===== src/rtl/ysyx_041461_booth_mul_seq_pkg.sv =====
// Shared types and constants for the radix-4 Booth multiply sequencer.
package ysyx_041461_mul_pkg;

  localparam int XLEN    = 64;
  localparam int PW      = 2 * XLEN;      // full product width
  localparam int STEPS   = XLEN / 2 + 1;  // radix-4 steps, full-width op
  localparam int STEPS_W = XLEN / 4 + 1;  // radix-4 steps, word op
  localparam int YW      = XLEN + 3;      // {ext, ext, multiplier, 1'b0}
  localparam int CNT_W   = $clog2(STEPS + 1);

  // mul_signed: [1] multiplicand signed, [0] multiplier signed
  localparam logic [1:0] MUL_SS = 2'b11;
  localparam logic [1:0] MUL_SU = 2'b10;
  localparam logic [1:0] MUL_UU = 2'b00;

  typedef enum logic [1:0] {
    S_IDLE = 2'd0,
    S_BUSY = 2'd1,
    S_DONE = 2'd2
  } state_e;

  // Widen the multiplicand to the product width; word ops extend from bit 31.
  function automatic logic [PW-1:0] ext_x(input logic [XLEN-1:0] a,
                                          input logic sgn, input logic w);
    logic ext;
    if (w) begin
      ext    = sgn & a[31];
      ext_x  = {{(PW-32){ext}}, a[31:0]};
    end else begin
      ext    = sgn & a[XLEN-1];
      ext_x  = {{(PW-XLEN){ext}}, a};
    end
  endfunction

  // Booth-scan form of the multiplier: two extension bits on top and an
  // implicit zero below bit 0. Word ops keep extending above bit 31 so the
  // unused upper scan windows stay harmless.
  function automatic logic [YW-1:0] ext_y(input logic [XLEN-1:0] b,
                                          input logic sgn, input logic w);
    logic ext;
    if (w) begin
      ext   = sgn & b[31];
      ext_y = {{(YW-33){ext}}, b[31:0], 1'b0};
    end else begin
      ext   = sgn & b[XLEN-1];
      ext_y = {ext, ext, b, 1'b0};
    end
  endfunction

endpackage


===== src/rtl/ysyx_041461_booth_mul_seq_if.sv =====
// Request / result handshake bundle between the EXU and the multiply sequencer.
interface ysyx_041461_booth_mul_seq_if;
  import ysyx_041461_mul_pkg::*;

  logic              mul_valid;
  logic              mul_ready;
  logic              mulw;
  logic [1:0]        mul_signed;
  logic [XLEN-1:0]   multiplicand;
  logic [XLEN-1:0]   multiplier;
  logic              flush;
  logic              out_valid;
  logic              out_ready;
  logic [XLEN-1:0]   result_hi;
  logic [XLEN-1:0]   result_lo;

  // Issuer / consumer side
  modport master (
    output mul_valid, mulw, mul_signed, multiplicand, multiplier, flush, out_ready,
    input  mul_ready, out_valid, result_hi, result_lo
  );

  // Sequencer side
  modport slave (
    input  mul_valid, mulw, mul_signed, multiplicand, multiplier, flush, out_ready,
    output mul_ready, out_valid, result_hi, result_lo
  );
endinterface


===== src/rtl/ysyx_041461_booth_mul_seq_booth.sv =====
// Radix-4 Booth partial-product generator: selects 0, +-x or +-2x from a
// 3-bit scan window. Negation is one's complement plus carry-in c.
module ysyx_041461_Booth_core
  import ysyx_041461_mul_pkg::*;
(
  input  logic [2:0]    i_src,
  input  logic [PW-1:0] i_x,
  output logic [PW-1:0] o_p,
  output logic          o_c
);

  // Decode the Booth window into a partial product
  always_comb begin
    o_p = '0;
    o_c = 1'b0;
    unique case (i_src)
      3'b001, 3'b010: o_p = i_x;
      3'b011:         o_p = i_x << 1;
      3'b100: begin
        o_p = ~(i_x << 1);
        o_c = 1'b1;
      end
      3'b101, 3'b110: begin
        o_p = ~i_x;
        o_c = 1'b1;
      end
      default: begin
        o_p = '0;
        o_c = 1'b0;
      end
    endcase
  end

endmodule


===== src/rtl/ysyx_041461_booth_mul_seq.sv =====
// Iterative radix-4 Booth multiply sequencer (mul/mulh/mulhsu/mulhu/mulw).
// One Booth step per cycle; an extra BUSY cycle at the end moves the finished
// accumulator into the registered result outputs.
module ysyx_041461_booth_mul_seq
  import ysyx_041461_mul_pkg::*;
(
  input  logic                         clk,
  input  logic                         rst,
  ysyx_041461_booth_mul_seq_if.slave   bus
);

  state_e           r_state, w_state_nxt;
  logic [PW-1:0]    r_acc;
  logic [PW-1:0]    r_x;
  logic [YW-1:0]    r_y;
  logic [CNT_W-1:0] r_cnt;
  logic             r_mulw;
  logic [XLEN-1:0]  r_res_hi, r_res_lo;

  logic             w_accept;
  logic             w_last;
  logic [PW-1:0]    w_p;
  logic             w_c;

  // Single shared partial-product generator, fed from the low scan window
  ysyx_041461_Booth_core u_booth (
    .i_src (r_y[2:0]),
    .i_x   (r_x),
    .o_p   (w_p),
    .o_c   (w_c)
  );

  // All steps retired once the counter reaches the op's step count
  assign w_last   = r_mulw ? (r_cnt == CNT_W'(STEPS_W)) : (r_cnt == CNT_W'(STEPS));
  assign w_accept = bus.mul_valid & bus.mul_ready;

  assign bus.mul_ready = (r_state == S_IDLE) & ~bus.flush & ~rst;
  assign bus.out_valid = (r_state == S_DONE);
  assign bus.result_hi = r_res_hi;
  assign bus.result_lo = r_res_lo;

  // State register
  always_ff @(posedge clk) begin
    if (rst) r_state <= S_IDLE;
    else     r_state <= w_state_nxt;
  end

  // Next-state: flush beats every normal transition
  always_comb begin
    w_state_nxt = r_state;
    unique case (r_state)
      S_IDLE: if (w_accept) w_state_nxt = S_BUSY;
      S_BUSY: begin
        if (bus.flush)   w_state_nxt = S_IDLE;
        else if (w_last) w_state_nxt = S_DONE;
      end
      S_DONE: begin
        if (bus.flush)                              w_state_nxt = S_IDLE;
        else if (bus.out_ready)                     w_state_nxt = S_IDLE;
      end
      default: w_state_nxt = S_IDLE;
    endcase
  end

  // Operand capture, Booth accumulation and result latch
  always_ff @(posedge clk) begin
    if (rst) begin
      r_acc    <= '0;
      r_x      <= '0;
      r_y      <= '0;
      r_cnt    <= '0;
      r_mulw   <= 1'b0;
      r_res_hi <= '0;
      r_res_lo <= '0;
    end else if (w_accept) begin
      r_x    <= ext_x(bus.multiplicand, bus.mul_signed[1], bus.mulw);
      r_y    <= ext_y(bus.multiplier,   bus.mul_signed[0], bus.mulw);
      r_acc  <= '0;
      r_cnt  <= '0;
      r_mulw <= bus.mulw;
    end else if (r_state == S_BUSY && !bus.flush) begin
      if (!w_last) begin
        r_acc <= r_acc + w_p + {{(PW-1){1'b0}}, w_c};
        r_x   <= r_x << 2;
        r_y   <= r_y >> 2;
        r_cnt <= r_cnt + 1'b1;
      end else begin
        r_res_hi <= r_acc[PW-1:XLEN];
        r_res_lo <= r_mulw ? {{(XLEN-32){r_acc[31]}}, r_acc[31:0]} : r_acc[XLEN-1:0];
      end
    end
  end

endmodule


===== src/flat_wrapper.sv =====
// flat-port wrapper written by rule: the top's interface ports become plain ports
module ysyx_041461_booth_mul_seq_flat import ysyx_041461_mul_pkg::*;
  (clk, rst, bus_mul_valid, bus_mulw, bus_mul_signed, bus_multiplicand, bus_multiplier, bus_flush, bus_out_ready, bus_mul_ready, bus_out_valid, bus_result_hi, bus_result_lo);
  ysyx_041461_booth_mul_seq_if bus_i ();
  input  logic clk;
  input  logic rst;
  input wire logic [$bits(bus_i.mul_valid)-1:0] bus_mul_valid;
  input wire logic [$bits(bus_i.mulw)-1:0] bus_mulw;
  input wire logic [$bits(bus_i.mul_signed)-1:0] bus_mul_signed;
  input wire logic [$bits(bus_i.multiplicand)-1:0] bus_multiplicand;
  input wire logic [$bits(bus_i.multiplier)-1:0] bus_multiplier;
  input wire logic [$bits(bus_i.flush)-1:0] bus_flush;
  input wire logic [$bits(bus_i.out_ready)-1:0] bus_out_ready;
  output wire logic [$bits(bus_i.mul_ready)-1:0] bus_mul_ready;
  output wire logic [$bits(bus_i.out_valid)-1:0] bus_out_valid;
  output wire logic [$bits(bus_i.result_hi)-1:0] bus_result_hi;
  output wire logic [$bits(bus_i.result_lo)-1:0] bus_result_lo;
  assign bus_i.mul_valid = bus_mul_valid;
  assign bus_i.mulw = bus_mulw;
  assign bus_i.mul_signed = bus_mul_signed;
  assign bus_i.multiplicand = bus_multiplicand;
  assign bus_i.multiplier = bus_multiplier;
  assign bus_i.flush = bus_flush;
  assign bus_i.out_ready = bus_out_ready;
  assign bus_mul_ready = bus_i.mul_ready;
  assign bus_out_valid = bus_i.out_valid;
  assign bus_result_hi = bus_i.result_hi;
  assign bus_result_lo = bus_i.result_lo;
  ysyx_041461_booth_mul_seq u_core (.clk(clk), .rst(rst), .bus(bus_i));
endmodule

===== config.mk =====
export PLATFORM = sky130hd
export DESIGN_NAME = ysyx_041461_booth_mul_seq_flat
export DESIGN_NICKNAME = d
export VERILOG_FILES = /design/src/rtl/ysyx_041461_booth_mul_seq_pkg.sv /design/src/rtl/ysyx_041461_booth_mul_seq_if.sv /design/src/rtl/ysyx_041461_booth_mul_seq_booth.sv /design/src/rtl/ysyx_041461_booth_mul_seq.sv /design/src/flat_wrapper.sv
export SDC_FILE = /design/constraint.sdc
export NUM_CORES = 2
export LEC_CHECK = 0
export BUFFER_PORTS_ARGS = -buffer_cell sky130_fd_sc_hd__buf_4
export CORE_UTILIZATION = 55
export DETAILED_ROUTE_END_ITERATION = 6
export GPL_TIMING_DRIVEN = 0
export PLACE_DENSITY = 0.73
export SKIP_LAST_GASP = 1
export SYNTH_ARGS = -nofsm -noshare
export SYNTH_HDL_FRONTEND = slang
export SYNTH_SLANG_ARGS = --single-unit

===== constraint.sdc =====
create_clock -name clk -period 5.11 [get_ports clk]
set_input_delay 0.2555 -clock clk [delete_from_list [all_inputs] [get_ports clk]]
set_output_delay 0.2555 -clock clk [all_outputs]
set_load 0.01 [all_outputs]

Yosys cells after proc, flatten, opt, wreduce, memory -nomap -nowiden
Cells that the tools add are included.
{"block": "word_totals", "elab_cells": 68, "inputBits": 136, "output_inout_bits": 130, "register_bits": 460}
{"block": "classes", "muxes": 18, "n_eq_ne": 14, "n_addsub": 3, "n_bitwise": 13, "reduce_logical": 12}
{"op": "128-bit two-way mux", "n": 4}
{"op": "128-bit one-hot mux with 4 select lines", "n": 1}
{"op": "67-bit two-way mux", "n": 4}
{"op": "128-bit NOT", "n": 2}
{"op": "128-bit by 1-bit adder with 128-bit output", "n": 1}
{"op": "128-bit adder", "n": 1}
{"op": "64-bit two-way mux", "n": 1}
{"op": "2-bit two-way mux", "n": 5}
{"op": "3-bit equality test (second input constant)", "n": 3}
{"op": "1-bit AND", "n": 7}
{"op": "6-bit by 1-bit adder with 6-bit output (second input constant)", "n": 1}
{"op": "3-bit by 2-bit equality test with 1-bit output (second input constant)", "n": 2}
{"op": "6-bit by 5-bit equality test with 1-bit output (second input constant)", "n": 1}
{"op": "6-bit equality test (second input constant)", "n": 1}
{"op": "2-bit one-hot mux with 3 select lines", "n": 1}
{"op": "3-bit AND reduction", "n": 2}
{"op": "2-bit OR reduction", "n": 3}
{"op": "2-bit by 1-bit inequality test with 1-bit output (second input constant)", "n": 2}
{"op": "1-bit NOT", "n": 4}
{"op": "2-bit AND reduction", "n": 2}
{"op": "3-bit by 1-bit equality test with 1-bit output (second input constant)", "n": 1}
{"op": "3-bit by 2-bit inequality test with 1-bit output (second input constant)", "n": 1}
{"op": "3-bit inequality test (second input constant)", "n": 1}
{"op": "3-bit OR reduction", "n": 1}
{"op": "7 further kinds", "n": 8}

Longest topological paths before layout
{"block": "depth", "depth_word": 6, "depth_mapped": 19, "depth_no_buf": 17}

Modules after synthesis
Synthesis repeated with hierarchy kept, for this count alone.
{"block": "hier_totals", "cells_unflattened": 3901, "area_unflattened_um2": 29698.5}
{"module": "ysyx_041461_booth_mul_seq", "seq_area_each_um2": 9188.8, "n_inst": 1, "cells_each": 3425, "area_per_inst_um2": 25633.3}
{"module": "ysyx_041461_Booth_core", "seq_area_each_um2": 0.0, "n_inst": 1, "cells_each": 476, "area_per_inst_um2": 4065.1}

Worst setup path after synthesis
OpenSTA, ideal clock, no wires.
{"block": "synth_path", "path_type": "reg2reg", "from": "register u_core.r_y[2]", "to": "register u_core.r_acc[95]", "slack_ns": 0.805, "path_buffers": 4, "stages_incl_launch_ff": 19, "arrival_time_ns": 4.160, "t_required_ns": 4.965, "period_less_slack_ns": 4.305, "cell_sequence": "dfxtp_1 clkbuf_1 clkbuf_1 clkbuf_1 xnor2_1 o221ai_1 ha_1 clkbuf_1 a21oi_1 o21ai_0 a221oi_1 o21ai_0 a2111o_1 a41o_1 a31oi_1 nor2b_1 o21ai_0 mux2i_1 o311ai_0"}
{"block": "synth_via", "elab_chain_cells": 5, "elab_cells_between_ends": 13}
{"element": "from (decl)", "line_no": "ysyx_041461_booth_mul_seq.sv:15", "text": "logic [YW-1:0] r_y;"}
{"element": "from (signal assigned)", "line_no": "ysyx_041461_booth_mul_seq.sv:77", "text": "r_y <= ext_y(bus.multiplier, bus.mul_signed[0], bus.mulw);"}
{"element": "from (signal assigned)", "line_no": "ysyx_041461_booth_mul_seq.sv:85", "text": "r_y <= r_y >> 2;"}
{"element": "3-bit equality test, or another cell as far along", "line_no": "ysyx_041461_booth_mul_seq_booth.sv:16", "text": "unique case (i_src)"}
{"element": "2-bit OR reduction, on equally long branches"}
{"element": "128-bit one-hot mux with 4 select lines", "line_no": "ysyx_041461_booth_mul_seq_booth.sv:16"}
{"element": "128-bit adder", "line_no": "ysyx_041461_booth_mul_seq.sv:83", "text": "r_acc <= r_acc + w_p + {{(PW-1){1'b0}}, w_c};"}
{"element": "128-bit by 1-bit adder with 128-bit output *", "line_no": "ysyx_041461_booth_mul_seq.sv:83"}
{"element": "to (signal assigned)", "line_no": "ysyx_041461_booth_mul_seq.sv:83"}
{"element": "to (decl)", "line_no": "ysyx_041461_booth_mul_seq.sv:13", "text": "logic [PW-1:0] r_acc;"}
Every way passes the cells marked *; elsewhere a longest branch is shown, timed or not.
A chain may end at the register's enable or synchronous reset.

Worst setup path in the final report
{"block": "layout_path", "from": "register u_core.r_y[2]", "to": "register u_core.r_acc[98]"}
The elaborated chain is that of the path after synthesis.

==> metrics.md <==
| Metric | Value |
|---|---|
| Sequential cell area | 0.00919 mm2 |
| Worst Hold Depth | 3 |
| First-pass GRT wire length | 161 mm |
| Drt total wl | 106 mm |
| Die height | 231 um |
| Root buffer cell | clkbuf_16 |
| Reg-to-Reg End | u_core.r_acc[98] |
| Worst hold path type | primary input to flop |
| Period utilisation layout | 98.5% |
| Ports | 266 |
| Relative slew slack | 13.0% |
| CTS tree | built |
| Switching power share of the total | 27.0% |
| Post-layout min period | 5.03 ns |
| DRC viols | 0 |
| Final #Nets | 4,531 |
| Critical path startpoint | u_core.r_y[2] |
| Flop-to-flop setup slack | 0.08 ns |
| Power per cell area | 252 mW/mm2 |
| CTS Buf Count | 50 |
| Int Pwr | 0.00629 W |
| Worst-Skew Late Latency | 0.62 ns |
| Worst r2r src | u_core.r_y[2] |
| Vias/cell | 6.22 |
| Die X | 231 um |
| Leak | 12.5 nW |
| I/O Buffers | 265 |
| Max VDD drop | 0.233 mV |
| Max-Cap Viols | 0 |
| Syn nets | 4,152 |
| Row count | 83 |
| Htree depth | 2 |
| Avg WL per Cell | 21.2 um |
| Synth Flop Type | dfxtp_1 |
| Post-synth top area share | 31.9% |
| Sequential area share after synthesis | 31.9% |
| Core area | 0.0515 mm2 |
| R2r worst-path depth | 17 |
| # setup viols final | 0 |
| CTS sink cnt | 459 |
| Critical Path AT | 5.52 ns |
| Hold Fails Final Rpt | 0 |
| Hold_sp | bus_multiplier[11] |
| Area contributors post-synth | dfxtp_1, a21oi_1, nand2_1 |
| Most used cell, CP | o21ai_0 |
| Clock power share | 44.0% |
| Worst Path Required | 5.60 ns |
| Vias | 31,000 |
| Largest net degree at the start of global routing | 15 |
| DIE AREA | 0.0532 mm2 |
| Ratio of cells with drive above 1 in the final layout | 10.4% |
| Clk_skew | 0.0278 ns |
| Initial Utilization | 55.8% |
| Multi-input gate area | 0.0184 mm2 |
| RSZ-0062 raised after global routing | true |
| Synth Instances | 3,886 |
| Max Fclk | 0.199 GHz |
| Synth Register Bits | 459 |
| Status | finished clean |
| Cell area after synthesis | 0.0288 mm2 |
| Worst Hold Path EP | u_core.r_y[12] |
| Reg power frac | 44.2% |
| Initial DRC Count | 3,322 |
| Antenna violations before repair | 1 |
| Crit path kind | flop to flop |
| Filler cells | 4,698 |
| Yosys top cell by area | dfxtp_1 |
| FFs w/ async S/R, synth | 0% |
| DR pass1 iterations | 6 |
| Slew Limit Fails | 0 |
| Post-route antenna net violation count | 0 |
| Place WS | -1.11 ns |
| Synth cell types | 88 |
| Synth Warn # | 0 |
| Mean Syn Cell Area | 7.40 um2 |
| HPWL Detailed | 80.0 mm |
| Comb power frac | 11.7% |
| Clk slew on worst S/H paths | 0.06 ns |
| EDFF count, synth | 0 |
| Synthesis-to-layout area growth | 18.7% |
| GRT overflow | 0 |
| Slowest cell on the critical path | nor4_1 |
| Total Routing Usage GR | 38.5% |
| Vias in the first global route | 27,700 |
| Final setup margin | 0.0774 ns |
| Clk buf depth | 3 |
| Switching power | 0.00233 W |
| CP Launch Type | flop |
| Worst slew pin tran | 1.30 ns |
| Worst setup EP type | flop |
| GPL Wtd Cong | 1.01 |
| CP Cell Sequence | buf_4, buf_2, xnor2_1, o221ai_1, ha_1, clkbuf_1, nand4_1, nor4_1, nand2b_1, o221a_2, o21ai_0, a21oi_1, o21ai_2, a21oi_4, o21ai_0, xnor2_1, o21ai_0 |
| Max incr delay on CP | 0.67 ns |
| Utilization after layout | 66.3% |
| Critical path peak fanout | 10 |
## placed cells by master (no fill, tap or decap), drive strengths merged, types with 111 or more instances in the layout
cell type / n
nand2: 744
a21oi: 584
dfxtp: 459
clkbuf: 351
nor2: 304
buf: 288
xnor2: 199
o21ai: 145
o221ai: 132
ha: 128
a211oi: 111
## power groups by stage
stage / sequential, W / clock [W] / combinational [W]
3_5_place_dp: 0.00388 / 0 / 0.000939
6_report: 0.00381 / 0.00379 / 0.00101
5_1_grt: 0.00382 / 0.00397 / 0.00109
2_1_floorplan: 0.00384 / 0 / 0.000623
3_3_place_gp: 0.00388 / 0 / 0.000928
4_1_cts: 0.00381 / 0.00381 / 0.000986
## worst max-delay path by stage
stage                        endpoint  slack, ns  cells after the start
floorplan            u_core.r_acc[95]       0.80                     18
global placement    u_core.r_acc[126]      -1.73                     15
detailed placement  u_core.r_acc[124]      -1.11                     16
CTS                 u_core.r_acc[124]      -0.04                     15
global route        u_core.r_acc[121]     -0.003                     16
finish               u_core.r_acc[98]       0.08                     17
## cell families (layout without fill, tap and decap cells)
kind of cell	after synthesis	count (layout)	share of synthesized area [%]
AO/OA/AOI/OAI	1284	1284	28.5
buffers and inverters	352	767	4.62
XOR/XNOR	245	245	7.46
adder cells (fa/ha/maj)	130	130	5.71
AND/OR/NAND/NOR	1411	1411	21.6
other	0	2	0
flip-flops	459	459	31.9
multiplexers	5	5	0.178
## cells in the mapped netlist, drive strengths merged (14+ instances only)
| library cell | n |
|---|---|
| o21bai | 46 |
| a21o | 69 |
| buf | 17 |
| xnor2 | 199 |
| ha | 128 |
| o221ai | 132 |
| clkbuf | 287 |
| a31oi | 14 |
| nand4 | 70 |
| a22oi | 46 |
| o31ai | 21 |
| nand3 | 30 |
| o21ai | 145 |
| dfxtp | 459 |
| nand2 | 744 |
| nor3b | 63 |
| nor3 | 102 |
| nor2b | 18 |
| a211oi | 111 |
| a311oi | 21 |
| xor2 | 46 |
| or3 | 15 |
| nor2 | 304 |
| inv | 48 |
| a21oi | 584 |
## critical path, delay by kind of cell (launching register included)
kind	cells	cell delay [ns]
flip-flops	1	0.56
AO/OA/AOI/OAI	8	1.56
XOR/XNOR	2	0.33
buffers and inverters	3	1.07
AND/OR/NAND/NOR	3	1.05
adder cells (fa/ha/maj)	1	0.32
## per-stage QoR
stage | cells | hold WS (ns) | total power, W | cell area [um2] | TNS (ns)
after floorplan | 3886 | 0.335 | 0.00447 | 28800 | 0
after global placement | 4831 | 0.443 | 0.00481 | 31600 | -99.00
after detailed placement | 4833 | 0.447 | 0.00482 | 31600 | -44.76
after CTS | 4981 | 0.00109 | 0.00860 | 34000 | -0.0392
after global routing | 4981 | 0.00473 | 0.00888 | 34200 | -0.00293
final | 4983 | 0.0113 | 0.00862 | 34200 | 0
## per-layer routing
metal	track usage [%]	wire length (um)
met3	6.65	10600
met5	0	8
met1	55.1	46300
met2	57.5	44800
met4	14.7	4130
## registers in the layout (all words and copies together) (netlist names)
name / flops
u_core.r_state: 2
u_core.bus.result_hi: 64
u_core.r_x: 128
u_core.bus.result_lo: 64
u_core.r_y: 66
u_core.r_mulw: 1
u_core.r_cnt: 6
u_core.r_acc: 128
## area by class of cell
cell class                      instances  share of cell area [%]
Antenna cell                            2                  0.0147
Buffer                                301                    3.46
Clock buffer                           69                    4.23
Clock inverter                         19                   0.703
Inverter                               48                   0.527
Multi-Input combinational cell       3075                    53.9
Sequential cell                       459                    26.9
Tap cell                              680                    2.49
Timing Repair Buffer                  330                    7.73
## repair_timing
action,in CTS,in global routing
pin swaps,0,2
endpoints found under the setup margin,83,39
gates resized for setup,25,57
setup buffers,0,2
endpoints found under the hold margin,60,0
hold buffers,61,0
Note: power is estimated with default switching activity, not from simulation.
